### src/rtl/instruction_fetch_unit.sv
// instruction_fetch_unit: fetch stage of the single-issue RISC pipeline.
// Owns the PC, issues instruction memory requests over a req/ready handshake,
// and presents the fetched word to decode, with a one-entry skid buffer for
// decode stalls and a KILL state that drains a request abandoned by a redirect.
// Optional feature macro: IFU_PERF_CNT_EN enables the fetch/flush counters;
// without it both counter outputs are tied to zero.

module instruction_fetch_unit #(
    parameter logic [31:0] RESET_PC = 32'h0000_0000
) (
    input  logic        clk,
    input  logic        reset,
    output logic        imem_req,
    output logic [31:0] imem_addr,
    input  logic        imem_ready,
    input  logic [31:0] imem_rdata,
    output logic [31:0] ir,
    output logic        ir_valid,
    output logic [31:0] ir_pc,
    input  logic        ir_stall,
    input  logic        br_take,
    input  logic [31:0] br_target,
    output logic [15:0] fetch_count,
    output logic [15:0] flush_count
);

    typedef enum logic [1:0] {
        FETCH = 2'd0,
        HOLD  = 2'd1,
        KILL  = 2'd2
    } state_t;

    state_t      state;
    logic [31:0] pc;
    logic [31:0] hold;
    logic [31:0] hold_pc;
    logic [31:0] kill_addr;
    logic [31:0] ir_reg;
    logic        ir_valid_reg;
    logic [31:0] ir_pc_reg;
    logic        accept;
    logic        slot_free;

    // Handshake with decode: a live word leaves IR when decode is not stalled.
    always_comb begin
        accept    = ir_valid_reg & ~ir_stall;
        slot_free = ~ir_valid_reg | accept;
    end

    // Memory request: only HOLD stops requesting; KILL keeps the abandoned address on the bus.
    always_comb begin
        imem_req  = ~reset & (state != HOLD);
        imem_addr = (state == KILL) ? kill_addr : pc;
    end

    // IR is forced to NOP whenever it holds no live instruction.
    always_comb begin
        ir       = ir_valid_reg ? ir_reg : 32'h0;
        ir_valid = ir_valid_reg;
        ir_pc    = ir_pc_reg;
    end

    // Main fetch FSM: redirect outranks everything but reset and flushes IR and the skid buffer.
    always_ff @(posedge clk) begin
        if (reset) begin
            state        <= FETCH;
            pc           <= RESET_PC;
            hold         <= 32'h0;
            hold_pc      <= 32'h0;
            kill_addr    <= 32'h0;
            ir_reg       <= 32'h0;
            ir_valid_reg <= 1'b0;
            ir_pc_reg    <= 32'h0;
        end else if (br_take) begin
            pc           <= br_target;
            ir_valid_reg <= 1'b0;
            if (state == FETCH) begin
                kill_addr <= pc;
            end
            if ((state != HOLD) && !imem_ready) begin
                state <= KILL;
            end else begin
                state <= FETCH;
            end
        end else begin
            case (state)
                FETCH: begin
                    if (imem_ready) begin
                        pc <= pc + 32'd1;
                        if (slot_free) begin
                            ir_reg       <= imem_rdata;
                            ir_pc_reg    <= pc;
                            ir_valid_reg <= 1'b1;
                        end else begin
                            hold    <= imem_rdata;
                            hold_pc <= pc;
                            state   <= HOLD;
                        end
                    end else if (accept) begin
                        ir_valid_reg <= 1'b0;
                    end
                end
                HOLD: begin
                    if (accept) begin
                        ir_reg    <= hold;
                        ir_pc_reg <= hold_pc;
                        state     <= FETCH;
                    end
                end
                KILL: begin
                    if (imem_ready) begin
                        state <= FETCH;
                    end
                end
                default: begin
                    state <= FETCH;
                end
            endcase
        end
    end

`ifdef IFU_PERF_CNT_EN
    logic        load_ir;
    logic [15:0] fetch_cnt;
    logic [15:0] flush_cnt;

    // A load into IR comes either straight from memory or from the skid buffer.
    always_comb begin
        load_ir = ~br_take &
                  (((state == FETCH) & imem_ready & slot_free) |
                   ((state == HOLD) & accept));
    end

    // Performance counters, free-running and wrapping at 16 bits.
    always_ff @(posedge clk) begin
        if (reset) begin
            fetch_cnt <= 16'h0;
            flush_cnt <= 16'h0;
        end else begin
            if (load_ir) begin
                fetch_cnt <= fetch_cnt + 16'd1;
            end
            if (br_take) begin
                flush_cnt <= flush_cnt + 16'd1;
            end
        end
    end

    assign fetch_count = fetch_cnt;
    assign flush_count = flush_cnt;
`else
    assign fetch_count = 16'h0;
    assign flush_count = 16'h0;
`endif

endmodule

### config.mk
export PLATFORM = sky130hd
export DESIGN_NAME = instruction_fetch_unit
export DESIGN_NICKNAME = d
export VERILOG_FILES = /design/src/rtl/instruction_fetch_unit.sv
export SDC_FILE = /design/constraint.sdc
export NUM_CORES = 1
export LEC_CHECK = 0
export CAP_MARGIN = 20
export CORE_MARGIN = 2
export CORE_UTILIZATION = 45
export DETAILED_ROUTE_END_ITERATION = 7
export PLACE_DENSITY = 0.78
export RECOVER_POWER = 100
export SYNTH_ARGS = -nofsm -noshare
export SYNTH_HDL_FRONTEND = slang
export SYNTH_SLANG_ARGS = --single-unit
### constraint.sdc
create_clock -name clk -period 2.6 [get_ports clk]
set_input_delay 0.78 -clock clk [delete_from_list [all_inputs] [get_ports clk]]
set_output_delay 0.78 -clock clk [all_outputs]
set_load 0.005 [all_outputs]
=== After elaboration in Yosys (flattened, before gate mapping) ===
Index checks and enable logic that the tools add are counted.

* Bits in registers: 195
* Output and inout bits: 130

* Muxes and demuxes: 23
* Bitwise gates (word level): 8
* Reduce and logical (&&, ||, !) cells: 14
* Equality and inequality tests: 11
* Add/sub/neg operators: 1

{| class="wikitable"
|+ Operators with widths
! kind !! number
|-
| 32-bit two-way mux || 11
|-
| 32-bit one-hot mux with 2 select lines || 2
|-
| 32-bit by 1-bit adder with 32-bit output (second input constant) || 1
|-
| 2-bit two-way mux || 6
|-
| 3-bit != test (second input constant) || 4
|-
| 4-bit AND reduction || 2
|-
| 2-bit nonzero test || 4
|-
| 2-bit != test (second input constant) || 3
|-
| 2-bit one-hot mux with 3 select lines || 1
|-
| 1-bit inverter || 5
|-
| 5-bit AND reduction || 1
|-
| 2-bit by 1-bit != test with 1-bit output (second input constant) || 2
|-
| 2-bit AND reduction || 2
|-
| 1-bit two-way mux || 3
|-
| 3-bit AND reduction || 1
|-
| 1-bit bitwise AND || 2
|-
| 2-bit by 1-bit == test with 1-bit output (second input constant) || 1
|-
| 2-bit == test (second input constant) || 1
|-
| 2-bit zero test || 1
|-
| 2-bit OR reduction || 1
|-
| 1-bit logical AND || 1
|-
| 1-bit zero test || 1
|-
| 1-bit bitwise OR || 1
|}

=== Longest topological paths before layout ===
Gate-level depths: netlist (run 1).

* Word-level depth: 7
* Mapped depth: 8
* Gate-level depth less buffers: 5

=== Worst setup path before layout (run 1) ===
OpenSTA, ideal clock, no wires.

* Path kind: input to register
* From: input imem_ready
* To: register pc[16]
* Setup slack: 0.025 ns
* Library setup time: 0.091 ns
* Stages on the path: 6
* Data arrival time: 2.484 ns
* Path through: or3b_1 -> buf_6 -> or3_4 -> buf_6 -> or4_1 -> a311oi_1

* Word-level cells in the longest chain between the ends: 2

{| class="wikitable"
|+ RTL lines
! what !! line !! text
|-
| start: declaration || 15 || <nowiki>input logic imem_ready,</nowiki>
|-
| 2-bit nonzero test (no source line) || - ||
|-
| 2-bit AND reduction (no source line) || - ||
|-
| end signal: assignment || 75 || <nowiki>pc <= br_target;</nowiki>
|-
| end signal: assignment || 89 || <nowiki>pc <= pc + 32'd1;</nowiki>
|-
| end: declaration || 34 || <nowiki>logic [31:0] pc;</nowiki>
|}

Every way passes these cells.
A chain may end at the register's enable or synchronous reset.

=== Worst setup path after layout (run 1) ===
* From: register state[1]
* To: output imem_addr[12]

* Word-level cells in the longest chain between the ends: 2

{| class="wikitable"
|+ RTL lines
! what !! line !! text
|-
| start: declaration || 33 || <nowiki>state_t state;</nowiki>
|-
| start signal: assignment || 66 || <nowiki>state <= FETCH;</nowiki>
|-
| start signal: assignment || 81 || <nowiki>state <= KILL;</nowiki>
|-
| start signal: assignment || 83 || <nowiki>state <= FETCH;</nowiki>
|-
| 2-bit == test || 53 || <nowiki>imem_addr = (state == KILL) ? kill_addr : pc;</nowiki>
|-
| 32-bit two-way mux || 53 ||
|-
| end: declaration || 14 || <nowiki>output logic [31:0] imem_addr,</nowiki>
|}

Every way passes these cells.

==> summary.txt, run 1 <==
Pwr
  – Post-route total power: 6.92 mW
  – VDD IR max: 0.000451 V
  – Leakage dissipation: 4.33 nW
  – Pwr Density: 579 nW/um2

Place
  – Port Buffers: 166
  – Placed inst area: 11200 um2
  – GPL Wtd Cong: 0.914
  – Hpwl dp: 17.1 mm
  – Dpl ws: -448 ps

Cells and area
  – Final Cell Area: 11900 um2
  – Number of diodes: 0
  – Fin nets: 1340
  – P&R area growth vs syn: 31.7%
  – Layout cell share with drive strength beyond 1: 0.124

Floorplanning
  – Die Ht: 146 um
  – Chip width: 146 um
  – Core Area: 19700 um2
  – Core Rows: 51
  – Initial Util: 0.462
  – # IOs: 199
  – Die Footprint: 21300 um2

Synthesis
  – Yosys top cell by area: dfxtp_1
  – Post-Syn Area: 9070 um2
  – Ys flop type: dfxtp_1
  – Yosys reg bits: 195
  – Post-synthesis sequential area ratio: 0.430
  – Synth area leaders: dfxtp_1 (43%), nand2_1 (8.9%), mux2i_1 (6.4%), a211oi_1 (6.4%), a21oi_1 (6.1%)
  – Post-synth top area share: 0.430
  – Post-Syn Instances: 1115
  – YS warnings: 0
  – Yosys cell types: 52
  – Syn_area_per_cell: 8.14 um2
  – EDFF count, synth: 0
  – Async set-reset flop share out of synthesis: 0

CTS
  – Clock buffer depth: 2
  – Hold Buf Count CTS: 0
  – # H-tree levels: 4
  – CTS tree: done
  – CTS Buf Count: 17
  – CTS Sinks: 195
  – Root buffer cell: clkbuf_16
  – Worst-path clk slew: 70 ps
  – Clk Latency, worst-skew pair: 440 ps

Worst setup path
  – CP arrival: 1800 ps
  – Req. time, crit path: 1820 ps
  – Crit-path max FO: 10
  – Crit end category: output pin
  – Crit Path Class: reg -> out
  – Worst path cell trace: inv_2 -> nor2_4 -> buf_4 -> buf_16 -> mux2_2 -> dlygate4sd2_1
  – Crit path launch type: register
  – Slowest CP cell: dfxtp_2
  – CP max stage delay: 340 ps

Timing
  – Fmax: 0.387 GHz
  – Worst slew pin tran: 1210 ps
  – Final Setup Violations: 0
  – Minimum clock period after layout: 2580 ps
  – Slew HR: 0.195
  – Worst Clk Skew: 11.0 ps
  – Final Slew Violations: 0
  – Final hold vios: 0
  – Final setup margin: 19.3 ps
  – RSZ-0062 raised after global routing: true
  – Period utilization: 0.993

Routing
  – Vias per inst: 5.38
  – Initial DRC Count: 786
  – First-pass DRT Iterations: 8
  – Final wirelength: 25.1 mm
  – Routed Antenna Nets: 0
  – Via count: 8326
  – Avg WL per Cell: 16.2 um
  – DRC Markers: 0

Flow run
  – MaxCap Viol Count: 0

Global route
  – Gr ovfl total: 0
  – Largest net degree at the start of global routing: 113
  – Vias in the first global route: 7877
  – First-pass GRT wire length: 40.5 mm
  – GRT Util Overall: 0.232
  – Initial antenna violation count: 0

Outcome
  – Outcome: finished, final reports clean

Min path
  – Worst min-delay path class: reg -> reg
[metal layers]
layer  GRT usage  share of wire  vias up
met5           0              0        -
met4      0.0864          0.023        0
met3      0.0473          0.075       51
met2       0.378           0.47      330
met1       0.305           0.44     3831
li1            -              -     4114
[cell usage after synthesis, types with 8 or more instances]
| cell type | count |
|---|---|
| a211oi_1 | 77 |
| a21oi_1 | 110 |
| a311oi_1 | 9 |
| and2_1 | 32 |
| and4_1 | 9 |
| buf_4 | 32 |
| clkbuf_1 | 95 |
| dfxtp_1 | 195 |
| inv_1 | 13 |
| mux2_2 | 26 |
| mux2i_1 | 58 |
| nand2_1 | 215 |
| nand3_1 | 10 |
| nand4_1 | 17 |
| nor2_1 | 101 |
| nor3_1 | 11 |
| nor4_1 | 10 |
| o21ai_0 | 14 |
| xnor2_1 | 8 |
[worst max-delay path, delay by kind of cell, from the launching register on]
family                 cells  cell delay [ps]
buffers and inverters      4              590
DFF                        1              340
muxes                      1              340
and+or+nand+nor            1              100
[power by group]
| group | switching, mW | leakage [nW] | internal [mW] | total, mW |
|---|---|---|---|---|
| clock network | 1.19 | 0.294 | 1.54 | 2.73 |
| logic | 0.479 | 2.44 | 0.471 | 0.950 |
| registers | 0.110 | 1.59 | 3.12 | 3.23 |
[layout make-up]
class	count	area [um2]
clock buffers	19	433
clock inverters	13	175
repair buffers	242	2400
well taps	265	332
fillers	1755	7710
flip-flops and latches	195	3910
multi-input cells	801	4650
inverters	13	48.8
[layout by cell type (no fill, tap or decap), drive strengths merged, types with 5 or more instances in the layout]
| master | Yosys | layout |
|---|---|---|
| conb | 1 | 32 |
| nand4 | 17 | 17 |
| or3 | 6 | 6 |
| and4 | 9 | 9 |
| a21oi | 110 | 110 |
| dlygate4sd2 | 0 | 19 |
| a311oi | 9 | 9 |
| dfxtp | 195 | 195 |
| and2 | 32 | 32 |
| nor3 | 12 | 12 |
| o21ai | 14 | 14 |
| nor4 | 12 | 12 |
| xnor2 | 8 | 8 |
| nor2 | 101 | 101 |
| or4 | 5 | 5 |
| dlygate4sd3 | 0 | 33 |
| clkbuf | 96 | 24 |
| buf | 41 | 78 |
| clkdlybuf4s15 | 0 | 5 |
| a211oi | 77 | 77 |
| mux2 | 26 | 26 |
| mux2i | 58 | 58 |
| a2111oi | 7 | 7 |
| o31ai | 5 | 5 |
| inv | 13 | 18 |
| nand2 | 215 | 215 |
| clkdlybuf4s50 | 0 | 100 |
| nand3 | 10 | 10 |
| and3 | 6 | 6 |
[path summary, 6_finish.rpt]
check / slack [ps] / end / start / cells past startpoint
setup / recovery: 20 / imem_addr[12] / state[1] / 6
hold / removal: 450 / kill_addr[22] / kill_addr[22] / 2
setup reg to reg: 160 / ir_reg[28] / state[1] / 6
hold reg to reg: 450 / kill_addr[22] / kill_addr[22] / 2
[cells by family after synthesis]
kind of cell,share of synthesized area
AO/OA/AOI/OAI,0.164
XOR/XNOR,0.00965
adder cells (fa/ha/maj),0.00248
buffers and inverters,0.0781
flip-flops,0.430
multiplexers,0.0963
other,0.000413
AND/OR/NAND/NOR,0.219
[per-stage QoR]
step,util,setup TNS (ps),std cells,hold WS (ps)
6_report,0.608,0,1548,454
5_1_grt,0.608,-387,1548,473
4_1_cts,0.606,-314,1547,456
3_5_place_dp,0.572,-35080,1508,446
3_3_place_gp,0.572,-31050,1508,437
2_1_floorplan,-,0,1146,433
[what timing repair did]
item,CTS,global route
setup endpoints to repair,42,68
gates resized for setup,60,19
buffers inserted,5,1
gates cloned,2,0
pin swaps,1,2
Note: power is estimated with default switching activity, not from simulation.
==> run 2, diff against run 1 <==
--- a/config.mk
+++ b/config.mk
@@ -8,3 +8,2 @@
 export CAP_MARGIN = 20
-export CORE_MARGIN = 2
 export CORE_UTILIZATION = 45
--- a/constraint.sdc
+++ b/constraint.sdc
@@ -3,2 +3,2 @@
 set_output_delay 0.78 -clock clk [all_outputs]
-set_load 0.005 [all_outputs]
+set_load 0.05 [all_outputs]
==> summary.txt, run 2 (synthesized netlist as in run 1, its figures left out) <==
Worst setup path
  – CP arrival: 1800 ps (about the same)
  – Req. time, crit path: 1820 ps (about the same)
  – Crit Path Class: reg -> out
  – Crit path top cell by count: buf_4
  – Slowest CP cell: dfxtp_4
  – Crit end category: output pin
  – Worst path cell trace: nor2_4 -> buf_4 -> mux2_2 -> buf_4
  – CP max stage delay: 370 ps (+30 ps)
  – Crit path launch type: register
  – Crit-path max FO: 6 (-4)

Global route
  – Initial antenna violation count: 0 (unchanged)
  – Largest net degree at the start of global routing: 98 (-13%)
  – First-pass GRT wire length: 38.7 mm (-4.5%)
  – Gr ovfl total: 0 (unchanged)
  – GRT Util Overall: 0.238 (+0.00533)
  – Vias in the first global route: 7573 (-3.9%)

Pwr
  – Reg power frac: 0.451 (-0.017)
  – VDD IR max: 0.000475 V (+5.4%)
  – Post-route total power: 7.24 mW (+4.6%)
  – Comb power frac: 0.183 (+0.046)
  – Sw Pwr: 2.11 mW (+18%)
  – Clock Power Share: 0.367 (-0.028)
  – Leakage dissipation: 4.34 nW (+0.26%)
  – Cell Int Power: 5.13 mW (about the same)
  – Pwr Density: 592 nW/um2 (+2.2%)
  – Sw frac: 0.291 (+0.0336)

CTS
  – Root buffer cell: clkbuf_16
  – # H-tree levels: 4 (unchanged)
  – Worst-path clk slew: 60 ps (about the same)
  – Clock buffer depth: 2 (unchanged)
  – Clk Latency, worst-skew pair: 430 ps (about the same)
  – Hold Buf Count CTS: 0 (unchanged)
  – CTS Sinks: 195 (unchanged)
  – CTS tree: done
  – CTS Buf Count: 17 (unchanged)

Timing
  – Final Setup Violations: 0 (unchanged)
  – Final Slew Violations: 0 (unchanged)
  – Fmax: 0.388 GHz (+0.17%)
  – Final hold vios: 0 (unchanged)
  – Slew HR: 0.561 (+0.365)
  – Period utilization: 0.991 (-0.00164)
  – TNS Setup: 0 ps (unchanged)
  – RSZ-0062 raised after global routing: true
  – Worst slew pin tran: 659 ps (-548 ps)
  – Final hold slack: 453 ps (-0.362 ps)
  – Minimum clock period after layout: 2580 ps (-4.27 ps)
  – Worst Clk Skew: 9.07 ps (-1.93 ps)

Cells and area
  – Fin nets: 1334 (-0.45%)
  – Number of diodes: 0 (unchanged)
  – Layout cell share with drive strength beyond 1: 0.161 (+0.0366)
  – Fin cells: 1542 (-0.39%)
  – Most frequent cells in the layout: nand2_1 (215), dfxtp_1 (193), a21oi_1 (110), nor2_1 (99), a211oi_1 (77)
  – Final Cell Area: 12200 um2 (+2.4%)
  – P&R area growth vs syn: 34.9%
  – Commonest non-fill, non-tap cell in the layout: nand2_1
  – Fill cell instance count of the final layout: 1646 (-6.2%)

Routing
  – Met2 routed WL: 12.0 mm (+2.6%)
  – First-pass DRT Iterations: 6 (-2)
  – M1 WL: 10.8 mm (-1.1%)
  – Via count: 8400 (+0.89%)
  – Initial DRC Count: 732 (-6.9%)
  – DR top layer: met4
  – Routed wl met3: 2.04 mm (+8.3%)
  – Avg WL per Cell: 16.4 um (+1.3%)
  – DRC Markers: 0 (unchanged)
  – Vias per inst: 5.45 (+1.3%)
  – Routed Antenna Nets: 0 (unchanged)
  – Final wirelength: 25.3 mm (+0.94%)

Flow run
  – MaxCap Viol Count: 0 (unchanged)

Place
  – Placed Instances: 1499 (-0.60%)
  – GPL Wtd Cong: 0.913 (about the same)
  – Hpwl dp: 16.4 mm (-3.9%)
  – Port Buffers: 166 (unchanged)
  – Placed inst area: 11500 um2 (+2.1%)

Floorplanning
  – Die Ht: 144 um (-1.4%)
  – Chip width: 144 um (-1.4%)
  – Initial Util: 0.463 (+0.00150)
  – # IOs: 199 (unchanged)
  – Core Area: 19600 um2 (-0.32%)
  – Core Rows: 51 (unchanged)
  – Die Footprint: 20700 um2 (-2.7%)

Outcome
  – Outcome: finished, final reports clean

Min path
  – Worst min-delay path class: reg -> reg
-- run 2: cell count changes in the layout (fill, tap and decap cells not counted), moves of 5 or more --
cell / change
and2_0: +32
and2_1: -32
buf_12: +35
buf_6: +11
clkbuf_1: +8
clkdlybuf4s15_1: -5
clkdlybuf4s50_1: -34
dlygate4sd2_1: -19
-- run 2: what timing repair did --
action                     CTS  global route
setup endpoints to repair   34            79
hold endpoints to repair     0             0
gates resized for setup      4            26
pin swaps                    2             2
setup buffers                1             6
gates cloned                 0             4
-- run 2: worst paths after layout --
| kind | startpoint | to | slack, ps | cells after the start |
|---|---|---|---|---|
| setup reg to reg | state[0] | pc[16] | 380 | 5 |
| hold / removal | hold_pc[12] | hold_pc[12] | 450 | 2 |
| hold reg to reg | hold_pc[12] | hold_pc[12] | 450 | 2 |
| setup / recovery | state[0] | imem_addr[31] | 20 | 4 |
-- run 2: area by class of cell --
type / instances / area (um2) / area share
clock buffer: 19 / 433 / 0.0354
clock inverter: 13 / 159 / 0.0130
inverter: 13 / 48.8 / 0.00399
multi-input combinational: 801 / 4650 / 0.380
sequential: 195 / 3910 / 0.319
tap: 265 / 332 / 0.0271
timing repair buffer: 236 / 2710 / 0.221
-- run 2: metrics by stage --
stage                     utilization  setup slack [ps]
after global placement          0.586              -432
after CTS                       0.617              23.2
after global routing            0.625             -38.4
after floorplan                     -              -222
final                           0.625              23.6
after detailed placement        0.586              -453
-- run 2: power by group through the flow --
stage | Clock, mW | Combinational [mW] | Sequential (mW)
CTS | 2.69 | 1.32 | 3.26
detailed placement | 0 | 1.31 | 3.33
floorplan | 0 | 0.785 | 3.38
global route | 2.81 | 1.41 | 3.28
global placement | 0 | 1.30 | 3.32
finish | 2.65 | 1.32 | 3.26
-- run 2: critical path, delay by kind of cell (launching register included) --
family | cells | cell delay (ps)
muxes | 1 | 360
and+or+nand+nor | 1 | 250
DFF | 1 | 370
buffers and inverters | 2 | 400
-- run 2: per-layer routing --
metal / global-route usage / vias to the layer above
met5: 0 / -
met4: 0.0868 / 0
met3: 0.0487 / 47
met2: 0.374 / 402
met1: 0.320 / 3841
li1: - / 4110
==> edit 1 (flow settings as in run 2) <==
Encoding of `state_t`: now one-hot (3 bits for 3 states).
--- a/src/rtl/instruction_fetch_unit.sv
+++ b/src/rtl/instruction_fetch_unit.sv
@@ -25,8 +25,8 @@
 );
 
-    typedef enum logic [1:0] {
-        FETCH = 2'd0,
-        HOLD  = 2'd1,
-        KILL  = 2'd2
+    typedef enum logic [2:0] {
+        FETCH = 3'b001,
+        HOLD  = 3'b010,
+        KILL  = 3'b100
     } state_t;
 
Behaviour: same outputs for any inputs over 4 cycles, from zero or initial values and one cycle with reset high; so few cycles prove little.
==> edit 1 against run 2 <==
The flow now finishes with violations (setup timing); clock skew up 1.5 ps; synthesized area up 2.8%; sequential cell count up 1; via count down 1.6%; cell area up 1.3%; routed wire length down 6.0%; synthesized cell count up 1.3%; die area up 2.7%; worst setup slack worse by 29 ps; sequential share of layout area down 0.25 points; power down 1.5%; largest cell class unchanged.
==> edit 1: results (changes against run 2) <==
Logic synthesis
  – Synth Area in Compound Gates: 16.09% (-0.28 points)
  – Share of synthesized area occupied by flip-flops and latches: 42.08% (-0.95 points)
  – Fraction of the mapped netlist area in adder cells: 0.1342% (-0.11 points)
  – Multiplexer area fraction after synthesis: 11.07% (+1.4 points)
  – Largest cells by area after synthesis: sky130_fd_sc_hd__dfxtp_1 42%, sky130_fd_sc_hd__nand2_1 8.3%, sky130_fd_sc_hd__mux2i_1 7.1%

Drt
  – Detailed-router iteration count before antenna repair: 5 (-1)
  – Routed length on met2: 11,080 µm (-7.8%)
  – DR WL met3: 1287 µm (-37%)
  – Routed metal-1 wirelength: 10,540 µm (-2.5%)
  – Initial drt markers: 518 (-29%)

Setup path
  – Reg-to-reg startpoint: state[0]$_SDFFE_PP1P_
  – Critical path startpoint: state[1]$_SDFFE_PP0P_
  – Arrival @ worst endpoint: 1830 ps (+30 ps)

Cells and area
  – Number of nets in the layout: 1,316 (-1.3%)

Run status
  – Violated checks: setup timing
  – Run status: complete, but fails checks

GRT
  – Wire length of the first global-routing pass: 38,590 µm (-0.29%)
  – Total routing resource utilization after global routing: 22.44% (-1.3 points)

Clocking
  – Post-CTS Setup Bufs: 0 (-1)

Placement
  – Routability cong.: 0.8573 (-6.1%)
  – Post-detailed-placement half-perimeter wirelength: 16,220 µm (-1.4%)
  – Instance area at placement: 11,900 µm² (+3.7%)

STA
  – Final number of setup-violating endpoints: 3 (+3)
  – Headroom to the max-slew limit: 40.59% (-15 points)
  – Final setup margin: -5.711 ps (-29.28 ps)

Power and ir drop
  – Lkg Pwr: 0.004407 µW (+1.5%)
  – Power Internal: 4956 µW (-3.4%)
-- edit 1: area by class of cell --
cell class                 count  area, µm²  share of cell area, %
clock buffer                  18      439.2                  3.544
clock inverter                14      118.9                 0.9593
inverter                      17      63.81                 0.5150
multi-input combinational    801       4803                  38.77
sequential                   196       3928                  31.70
tap                          270      337.8                  2.726
timing repair buffer         213       2700                  21.79
-- edit 1: path summary, 6_finish.rpt --
| path | end | slack, ps | cells past startpoint |
|---|---|---|---|
| max | imem_addr[14] | -6 | 5 |
| min | hold_pc[26]$_SDFFE_PP0P_ | 450 | 2 |
| max reg2reg | ir_reg[19]$_SDFFE_PP0P_ | 400 | 8 |
| min reg2reg | hold_pc[26]$_SDFFE_PP0P_ | 450 | 2 |
-- edit 1: routing by layer --
layer	GRT usage, %	vias up
li1	-	4086
met1	29.06	3855
met2	36.03	260
met3	3.918	61
met4	11.11	0
met5	0	-
-- edit 1: worst max-delay path, stage by stage (launching register included) --
cell                      delay, ps
sky130_fd_sc_hd__dfxtp_4        380
sky130_fd_sc_hd__nor2_4         100
sky130_fd_sc_hd__and2_4         170
sky130_fd_sc_hd__buf_12         170
sky130_fd_sc_hd__mux2_2         390
sky130_fd_sc_hd__buf_12         160
-- edit 1: metrics by stage --
step | hold WS, ps | instances | power (µW) | setup WS [ps] | utilization [%]
2_1_floorplan | 432.9 | 1160 | 4169 | 41.14 | -
3_3_place_gp | 437.7 | 1497 | 4692 | -146.4 | 58.62
3_5_place_dp | 445.1 | 1497 | 4714 | -218.3 | 58.62
4_1_cts | 456.1 | 1529 | 7203 | -10.83 | 61.52
5_1_grt | 471.8 | 1529 | 7384 | -45.89 | 61.04
6_report | 454.7 | 1529 | 7132 | -5.711 | 61.04
-- edit 1: logic make-up (layout without fill, tap and decap cells) --
group,Yosys count,in the layout
AND/OR/NAND/NOR,427,427
AO/OA/AOI/OAI,232,232
flip-flops,196,196
buffers and inverters,163,262
multiplexers,99,99
XOR/XNOR,10,10
adder cells (fa/ha/maj),1,1
other,1,32
-- edit 1: repair_timing --
item | 4_1_cts | 5_1_grt
setup endpoints to repair | 32 | 31
gates cloned | 0 | 0
gates resized for setup | 9 | 6
-- edit 1: power groups by stage --
stage | Sequential (µW) | Clock [µW] | Combinational, µW
floorplan | 3390 | 0 | 775
global placement | 3310 | 0 | 1380
detailed placement | 3320 | 0 | 1400
CTS | 3250 | 2550 | 1410
global route | 3270 | 2660 | 1460
finish | 3250 | 2520 | 1370
==> edit 2 (flow settings as in run 2) <==
Without the edit above. The option `IFU_PERF_CNT_EN` is turned on by a define.
--- a/src/rtl/instruction_fetch_unit.sv
+++ b/src/rtl/instruction_fetch_unit.sv
@@ -5,4 +5,6 @@
 // Optional feature macro: IFU_PERF_CNT_EN enables the fetch/flush counters;
 // without it both counter outputs are tied to zero.
+
+`define IFU_PERF_CNT_EN
 
 module instruction_fetch_unit #(
Check against the original RTL: not equivalent (Yosys sat finds a counterexample within 4 cycles, from zero or initial values and one cycle with reset high).
==> edit 2 against run 2 <==
The run now ends with setup timing left; worst hold slack worse by 1.6 ps; sequential power is 14% higher; clock skew is 12 ps higher; cell area is 15% higher; routed wire length is 16% higher; synthesized area is 13% higher; worst setup slack worse by 86 ps; power is 16% higher; sequential cell count is 32 higher; largest power group unchanged.
==> edit 2: results (changes against run 2) <==
Run status
  – Run status: complete, but fails checks
  – Violated checks: setup timing

STA
  – Final number of setup-violating endpoints: 20 (+20)
  – Tightest hold margin: 451.8 ps (-1.589 ps)
  – Final setup margin: -62.33 ps (-85.90 ps)
  – Setup TNS: -821.4 ps (-821.4 ps)

Power and ir drop
  – Lkg Pwr: 0.005508 µW (+27%)
  – Power Internal: 6123 µW (+19%)
  – Worst-case vdd ir drop: 0.5020 mV (+5.7%)

Logic synthesis
  – Top cells by instance count after synthesis: 227 x sky130_fd_sc_hd__dfxtp_1, 223 x sky130_fd_sc_hd__nand2_1, 115 x sky130_fd_sc_hd__a21oi_1, 115 x sky130_fd_sc_hd__nor2_1, 88 x sky130_fd_sc_hd__clkbuf_1
  – Xor-xnor portion of the synthesized cell area: 2.049% (+1.1 points)
  – Largest cells by area after synthesis: sky130_fd_sc_hd__dfxtp_1 44%, sky130_fd_sc_hd__nand2_1 8.2%, sky130_fd_sc_hd__mux2i_1 6.4%
  – Fraction of the mapped netlist area in adder cells: 0.3659% (+0.12 points)
  – Share of synthesized area occupied by flip-flops and latches: 44.30% (+1.3 points)

Setup path
  – CP max stage delay: 330 ps (-40 ps)
  – Slowest stage cell, crit path: sky130_fd_sc_hd__dfxtp_2
  – Slack of the worst reg-to-reg path: 130 ps (-250 ps)
  – Reg-to-reg startpoint: state[1]$_SDFFE_PP0P_
  – Arrival @ worst endpoint: 1880 ps (+80 ps)

Drt
  – Average wire length per cell after detail routing: 17.00 µm (+3.5%)
  – Initial drt markers: 602 (-18%)
  – Vias after detailed routing: 9,676 (+15%)

GRT
  – Wire length of the first global-routing pass: 47,130 µm (+22%)
  – Met1 usage: 32.73% (+0.69 points)
  – Total routing resource utilization after global routing: 24.64% (+0.88 points)
  – Met3 global-route usage: 3.799% (-1.1 points)
  – Via count of the first global-routing pass: 9,179 (+21%)

Clocking
  – Htree depth: 1 (-3)

Placement
  – Post-detailed-placement half-perimeter wirelength: 18,750 µm (+14%)
  – Routability cong.: 0.8940 (-2.1%)

Cells and area
  – Share of final-layout standard cells stronger than drive strength 1: 15.56% (-0.50 points)
  – Number of fillers in the final layout: 1,802 (+9.5%)
-- edit 2: cell count changes in the layout (fill, tap and decap cells not counted), moves of 9 or more --
cell                              change
sky130_fd_sc_hd__dfxtp_1             +32
sky130_fd_sc_hd__clkbuf_1             +9
sky130_fd_sc_hd__mux2_2               -9
sky130_fd_sc_hd__clkdlybuf4s50_1     +26
sky130_fd_sc_hd__conb_1              -32
sky130_fd_sc_hd__or4_1               +12
sky130_fd_sc_hd__o31ai_1              +9
sky130_fd_sc_hd__mux2_4              +19
sky130_fd_sc_hd__nor2_1              +16
sky130_fd_sc_hd__nand3_1             +16
-- edit 2: cell type report --
type	instances	area [µm²]	area share, %
timing repair buffer	278	3105	21.98
multi-input combinational	882	5310	37.59
inverter	12	45.04	0.3189
tap	280	350.3	2.480
clock buffer	35	733.2	5.190
sequential	227	4549	32.21
clock inverter	6	30.03	0.2126
antenna	1	2.502	0.01771
-- edit 2: worst max-delay path, delay by kind of cell, from the launching register on --
kind | cells | cell delay [ps]
buffers and inverters | 4 | 520
DFF | 1 | 330
muxes | 1 | 310
and+or+nand+nor | 1 | 190
-- edit 2: what timing repair did --
action	in CTS	in global routing
cloned	4	0
buffers inserted	6	1
resized for setup	72	15
hold buffers	0	0
setup endpoints to repair	37	40
-- edit 2: layer usage --
| layer | part of all wire (%) | vias up |
|---|---|---|
| met2 | 46 | 347 |
| met3 | 6.2 | 70 |
| met5 | 0 | - |
| li1 | - | 4707 |
| met4 | 3.1 | 0 |
| met1 | 44 | 4552 |
-- edit 2: per-stage QoR --
stage | power, µW | area, µm² | instances
3_5_place_dp | 5115 | 13140 | 1668
5_1_grt | 8708 | 14130 | 1721
4_1_cts | 8522 | 14290 | 1719
3_3_place_gp | 5093 | 13140 | 1668
2_1_floorplan | 4576 | 10260 | 1239
6_report | 8414 | 14130 | 1721
